**config.mk**
```make
export PLATFORM = sky130hd
export DESIGN_NAME = pcie_drain
export DESIGN_NICKNAME = d
export VERILOG_FILES = /design/src/rtl/pcie_drain.sv
export SDC_FILE = /design/constraint.sdc
export NUM_CORES = 1
export LEC_CHECK = 0
export CAP_MARGIN = 40
export CORE_AREA = 8 8 82 84
export DETAILED_ROUTE_END_ITERATION = 8
export DIE_AREA = 0 0 90 92
export GPL_TIMING_DRIVEN = 0
export PLACE_DENSITY = 0.75
export SLEW_MARGIN = 15
export SYNTH_ARGS = -nofsm -noshare
export SYNTH_HDL_FRONTEND = slang
export SYNTH_SLANG_ARGS = --single-unit
```
**constraint.sdc**
```tcl
create_clock -name clk -period 3 [get_ports clk]
set_clock_uncertainty 0.05 [all_clocks]
set_input_delay 0.45 -clock clk [delete_from_list [all_inputs] [get_ports clk]]
set_output_delay 0.45 -clock clk [all_outputs]
set_load 0.02 [all_outputs]
```
**src/rtl/pcie_drain.sv**
```systemverilog
// Pops words from two destination FIFOs with round-robin arbitration and
// credit-based flow control, buffers them in a 2-entry output FIFO, and keeps per-source transfer counters.
module pcie_drain #(
  parameter int unsigned BITNUMBER = 6,
  parameter int unsigned CNT_WIDTH = 8
) (
  input  logic                 clk,
  input  logic                 reset,
  input  logic                 enable,
  input  logic                 can_pop0,
  input  logic                 can_pop1,
  input  logic                 valid_in0,
  input  logic                 valid_in1,
  input  logic [BITNUMBER-1:0] data_in0,
  input  logic [BITNUMBER-1:0] data_in1,
  input  logic                 out_ready,
  output logic                 pop_D0,
  output logic                 pop_D1,
  output logic [BITNUMBER-1:0] data_out,
  output logic                 dest_out,
  output logic                 valid_out,
  input  logic                 req,
  input  logic                 req_idx,
  input  logic                 clr,
  output logic [CNT_WIDTH-1:0] count_out,
  output logic                 count_valid,
  output logic                 idle,
  output logic                 proto_err
);

  localparam logic [CNT_WIDTH-1:0] CNT_MAX = '1;

  typedef enum logic [1:0] {
    S_IDLE  = 2'd0,
    S_RUN   = 2'd1,
    S_DRAIN = 2'd2
  } state_t;

  state_t               state_q, state_d;
  logic [BITNUMBER-1:0] data_q [2];
  logic                 dst_q  [2];
  logic                 rd_ptr_q, wr_ptr_q;
  logic [1:0]           occ_q, occ_d;
  logic                 inflight_q, infl_dest_q, last_grant_q;
  logic [CNT_WIDTH-1:0] cnt0_q, cnt1_q, count_out_q;
  logic                 count_valid_q, proto_err_q;

  logic                 xfer, wr_en, stray, credit_ok, grant1, pop_any;
  logic [BITNUMBER-1:0] wr_data;
  logic [2:0]           credit;

  // Datapath decode: transfer, capture of the returning word, credit and arbitration.
  always_comb begin
    xfer      = (occ_q != 2'd0) && out_ready;
    wr_en     = inflight_q && (infl_dest_q ? valid_in1 : valid_in0);
    wr_data   = infl_dest_q ? data_in1 : data_in0;
    stray     = (valid_in0 && !(inflight_q && !infl_dest_q)) ||
                (valid_in1 && !(inflight_q && infl_dest_q));
    credit    = 3'(occ_q) + 3'(inflight_q) - 3'(xfer);
    credit_ok = credit <= 3'd1;
    grant1    = (can_pop0 && can_pop1) ? !last_grant_q : can_pop1;
    occ_d     = occ_q + 2'(wr_en) - 2'(xfer);
  end

  // Next-state and pop strobes; pops only while running and enabled.
  always_comb begin
    state_d = state_q;
    pop_any = 1'b0;
    pop_D0  = 1'b0;
    pop_D1  = 1'b0;
    case (state_q)
      S_IDLE: begin
        if (enable) state_d = S_RUN;
      end
      S_RUN: begin
        pop_any = enable && credit_ok && (can_pop0 || can_pop1);
        pop_D1  = pop_any && grant1;
        pop_D0  = pop_any && !grant1;
        if (!enable) state_d = ((occ_q != 2'd0) || inflight_q) ? S_DRAIN : S_IDLE;
      end
      S_DRAIN: begin
        if ((occ_q == 2'd0) && !inflight_q) state_d = S_IDLE;
        else if (enable)                    state_d = S_RUN;
      end
      default: state_d = S_IDLE;
    endcase
  end

  always_ff @(posedge clk or negedge reset) begin
    if (!reset) begin
      state_q      <= S_IDLE;
      inflight_q   <= 1'b0;
      infl_dest_q  <= 1'b0;
      last_grant_q <= 1'b1;
      proto_err_q  <= 1'b0;
    end else begin
      state_q      <= state_d;
      inflight_q   <= pop_any;
      infl_dest_q  <= pop_D1;
      if (pop_any) last_grant_q <= pop_D1;
      if (stray)   proto_err_q  <= 1'b1;
    end
  end

  // Output FIFO storage; entries are reset so data_out reads zero out of reset.
  always_ff @(posedge clk or negedge reset) begin
    if (!reset) begin
      data_q[0] <= '0;
      data_q[1] <= '0;
      dst_q[0]  <= 1'b0;
      dst_q[1]  <= 1'b0;
      rd_ptr_q  <= 1'b0;
      wr_ptr_q  <= 1'b0;
      occ_q     <= 2'd0;
    end else begin
      if (wr_en) begin
        data_q[wr_ptr_q] <= wr_data;
        dst_q[wr_ptr_q]  <= infl_dest_q;
        wr_ptr_q         <= ~wr_ptr_q;
      end
      if (xfer) rd_ptr_q <= ~rd_ptr_q;
      occ_q <= occ_d;
    end
  end

  // Saturating per-source counters; clear wins over a same-cycle increment.
  always_ff @(posedge clk or negedge reset) begin
    if (!reset) begin
      cnt0_q        <= '0;
      cnt1_q        <= '0;
      count_out_q   <= '0;
      count_valid_q <= 1'b0;
    end else begin
      if (clr) begin
        cnt0_q <= '0;
        cnt1_q <= '0;
      end else if (xfer) begin
        if (!dst_q[rd_ptr_q] && (cnt0_q != CNT_MAX)) cnt0_q <= cnt0_q + CNT_WIDTH'(1);
        if (dst_q[rd_ptr_q] && (cnt1_q != CNT_MAX))  cnt1_q <= cnt1_q + CNT_WIDTH'(1);
      end
      if (req) count_out_q <= req_idx ? cnt1_q : cnt0_q;
      count_valid_q <= req;
    end
  end

  assign data_out    = data_q[rd_ptr_q];
  assign dest_out    = dst_q[rd_ptr_q];
  assign valid_out   = occ_q != 2'd0;
  assign count_out   = count_out_q;
  assign count_valid = count_valid_q;
  assign idle        = state_q == S_IDLE;
  assign proto_err   = proto_err_q;

endmodule

```
==> results.cfg <==
[status]
status = finished with violations
violations = negative setup slack

[critical_path]
path_buf_inv = 2
critPathMaxFanout = 4
cp_data_required_time_ps = 2500
crit_type = reg -> out
cp_cell_sequence = o21ai_4, xnor2_2, ha_2, inv_2, fa_1, nand4b_1, nor3_2, a21boi_2, buf_6
cp.arrival_ps = 2630
critPathMaxStageDelay_ps = 500
crit_path_end_kind = primary output
critical-path-top-delay-family = adder cells
start_kind = register
crit_path_top_delay_cell = fa_1

[power_and_ir_drop]
seqPwrFrac = 0.416
vdd_drop_max_mv = 0.297
p_int_mw = 1.40
p_clk_frac = 0.189
power.density_nw_per_um2 = 663
p_leak_nw = 1.36
p_switching_uw = 715
swShare = 0.338
combPwrFrac = 0.396
total_power_mw = 2.12

[finish]
drive_gt1_frac = 0.259
final_nets = 309
diodes = 0
postLayoutCoreUtil = 0.591
syn2layout_area_growth_pct = 30.4

[global_routing]
grt_pass1_wl_mm = 9.12
grt_overflow_total = 0
grt_antenna_before_repair = 0
busiest_layer = met2
grt_max_degree = 32
grt.total_usage = 0.131
use_met1 = 0.150
met3_usage = 0.0399
grt_pass1_vias = 1923
use_met2 = 0.236

[floorplan]
die_h_um = 92
dieWidth_um = 90
coreArea_um2 = 5410
rows = 27
start_util = 0.453
ios = 44
die-area_um2 = 8280

[sta]
drv_slew = 0
tightest_slew_ps = 605
hold_violations = 0
max_freq_ghz = 0.320
min_period_ps = 3130
slew-limit-headroom = 0.596
finalWorstSetupSlack_ps = -129
period_share = 1.04
setup_viol = 2
rsz0062_at_grt = yes

[detailed_routing]
antenna_left = 0
vias = 1845
drc = 0
wl_per_cell_um = 15.3
first_pass_iters = 4
drt_wl_total_mm = 5.41
drtIter0Drc = 52
avgViaCountPerCell = 5.21

[yosys]
syn_area_um2 = 2450
syn_inst = 218
synth_fp_nets = 246
ys_warn_count = 0
synth_edf_count = 0
synth_seq_area_share = 0.501
synth_cell_type_count = 39
synthFlopType = dfrtp_1
ys_ff_latch = 49
async_flop_share = 1.00
syn-mean-instance-area_um2 = 11.2

[place]
gp_congestion = 0.823
numPortBuffers = 41
hpwl_mm = 3.78

[clock_network]
cts_tree = built
cts-htree-levels = 2
root_buffer = clkbuf_8
clock_path_buffers = 2
cts_made_buffers = 5
clkTransAtPathRegs_ps = 90
hold_buffers = 0
insertion_delay_ps = 300
clkSinkCount = 49

[run]
drv_cap = 0

[min_path]
hold_path.class = in -> async
==> power groups by stage <==
| stage | Combinational, mW | Clock (mW) | Sequential [mW] |
|---|---|---|---|
| finish | 0.838 | 0.400 | 0.881 |
| global route | 0.906 | 0.434 | 0.899 |
| CTS | 0.810 | 0.410 | 0.879 |
| detailed placement | 0.720 | 0 | 0.897 |
| global placement | 0.704 | 0 | 0.890 |
| floorplan | 0.465 | 0 | 0.888 |
==> synth_stat cells, types with 3 or more instances <==
cell type | n | area [um2]
o21ai_0 | 4 | 20.0
xnor2_1 | 6 | 52.6
nand4_1 | 3 | 18.8
a21oi_1 | 17 | 85.1
or3_1 | 4 | 25.0
or4_1 | 3 | 22.5
xor2_1 | 4 | 35.0
clkbuf_1 | 6 | 22.5
mux2_2 | 27 | 304
nor3_1 | 7 | 35.0
nand3_1 | 9 | 45.0
and3_1 | 3 | 18.8
dfrtp_1 | 48 | 1200
o31ai_1 | 4 | 30.0
mux2i_1 | 10 | 100
nand2_1 | 11 | 41.3
nor2_1 | 23 | 86.3
ha_1 | 4 | 50.1
==> stage by stage <==
stage | hold WS, ps | instances | setup WS (ps) | TNS [ps] | cell area (um2)
2_1_floorplan | 104 | 218 | 65.8 | 0 | 2450
3_3_place_gp | 400 | 331 | -805 | -1570 | 2950
3_5_place_dp | 374 | 332 | -866 | -1700 | 2970
4_1_cts | 36.3 | 352 | 30.7 | 0 | 3160
5_1_grt | 64.3 | 354 | -231 | -444 | 3200
6_report | 23.8 | 354 | -129 | -255 | 3200
==> cell usage in the layout (no fill, tap or decap), types with 2 or more instances in the layout <==
cell type        count
a21oi_1             17
a31oi_1              2
and3_1               3
buf_4               15
buf_6                4
clkbuf_1             5
clkbuf_8             5
clkdlybuf4s50_1     37
dfrtp_1             46
dfrtp_2              2
ha_1                 3
inv_6                2
mux2_2              27
mux2i_1             10
nand2_1             11
nand3_1              9
nand4_1              3
nor2_1              23
nor3_1               6
o21ai_0              4
o31ai_1              4
or2_2                2
or3_1                4
or4_1                3
xnor2_1              5
xor2_1               4
==> flip-flops by register name (all words and copies together) (netlist names) <==
register      count
cnt0_q            8
cnt1_q            8
count_out         8
count_valid       1
data_q           12
dst_q             2
infl_dest_q       1
inflight_q        1
last_grant_q      1
occ_q             2
proto_err         1
rd_ptr_q          1
state_q           2
wr_ptr_q          1
==> final timing paths <==
path                            cells past startpoint      endpoint  slack, ps  startpoint
worst max-delay path                                9        pop_D0       -130    occ_q[0]
worst min-delay path                                1   infl_dest_q         20       reset
worst max register to register                     15    inflight_q        200    occ_q[0]
worst min register to register                      1     proto_err        420   proto_err
max in group asynchronous                           2  count_out[4]       2370       reset
min in group clk                                    1     proto_err        420   proto_err
==> area by class of cell <==
class | count | area (um2)
clock inverter | 3 | 21.3
inverter | 3 | 16.3
multi-input combinational | 157 | 1180
tap | 72 | 90.1
buffer | 8 | 45.0
fill | 453 | 2210
sequential | 49 | 1230
clock buffer | 5 | 68.8
timing repair buffer | 57 | 539
==> routing by layer <==
metal,vias up,share of wire
met4,0,0.0085
met2,38,0.50
li1,906,-
met5,-,0
met3,7,0.051
met1,894,0.44
==> kinds of logic (layout without fill, tap and decap cells) <==
group,Yosys count,count (layout),synth area share
DFF,49,49,0.501
AOI/OAI and AO/OA,32,32,0.0822
xor gates and xnor gates,10,10,0.0357
buffers and inverters,12,76,0.0265
muxes,38,38,0.174
and+or+nand+nor,72,72,0.152
adders and majority gates,5,5,0.0286
==> what timing repair did <==
action,in CTS,in global routing
gates resized for setup,15,6
endpoints found under the setup margin,2,2
setup buffers,13,2
cloned,0,0
pin swaps,2,3
(Power assumes the default switching activity.)
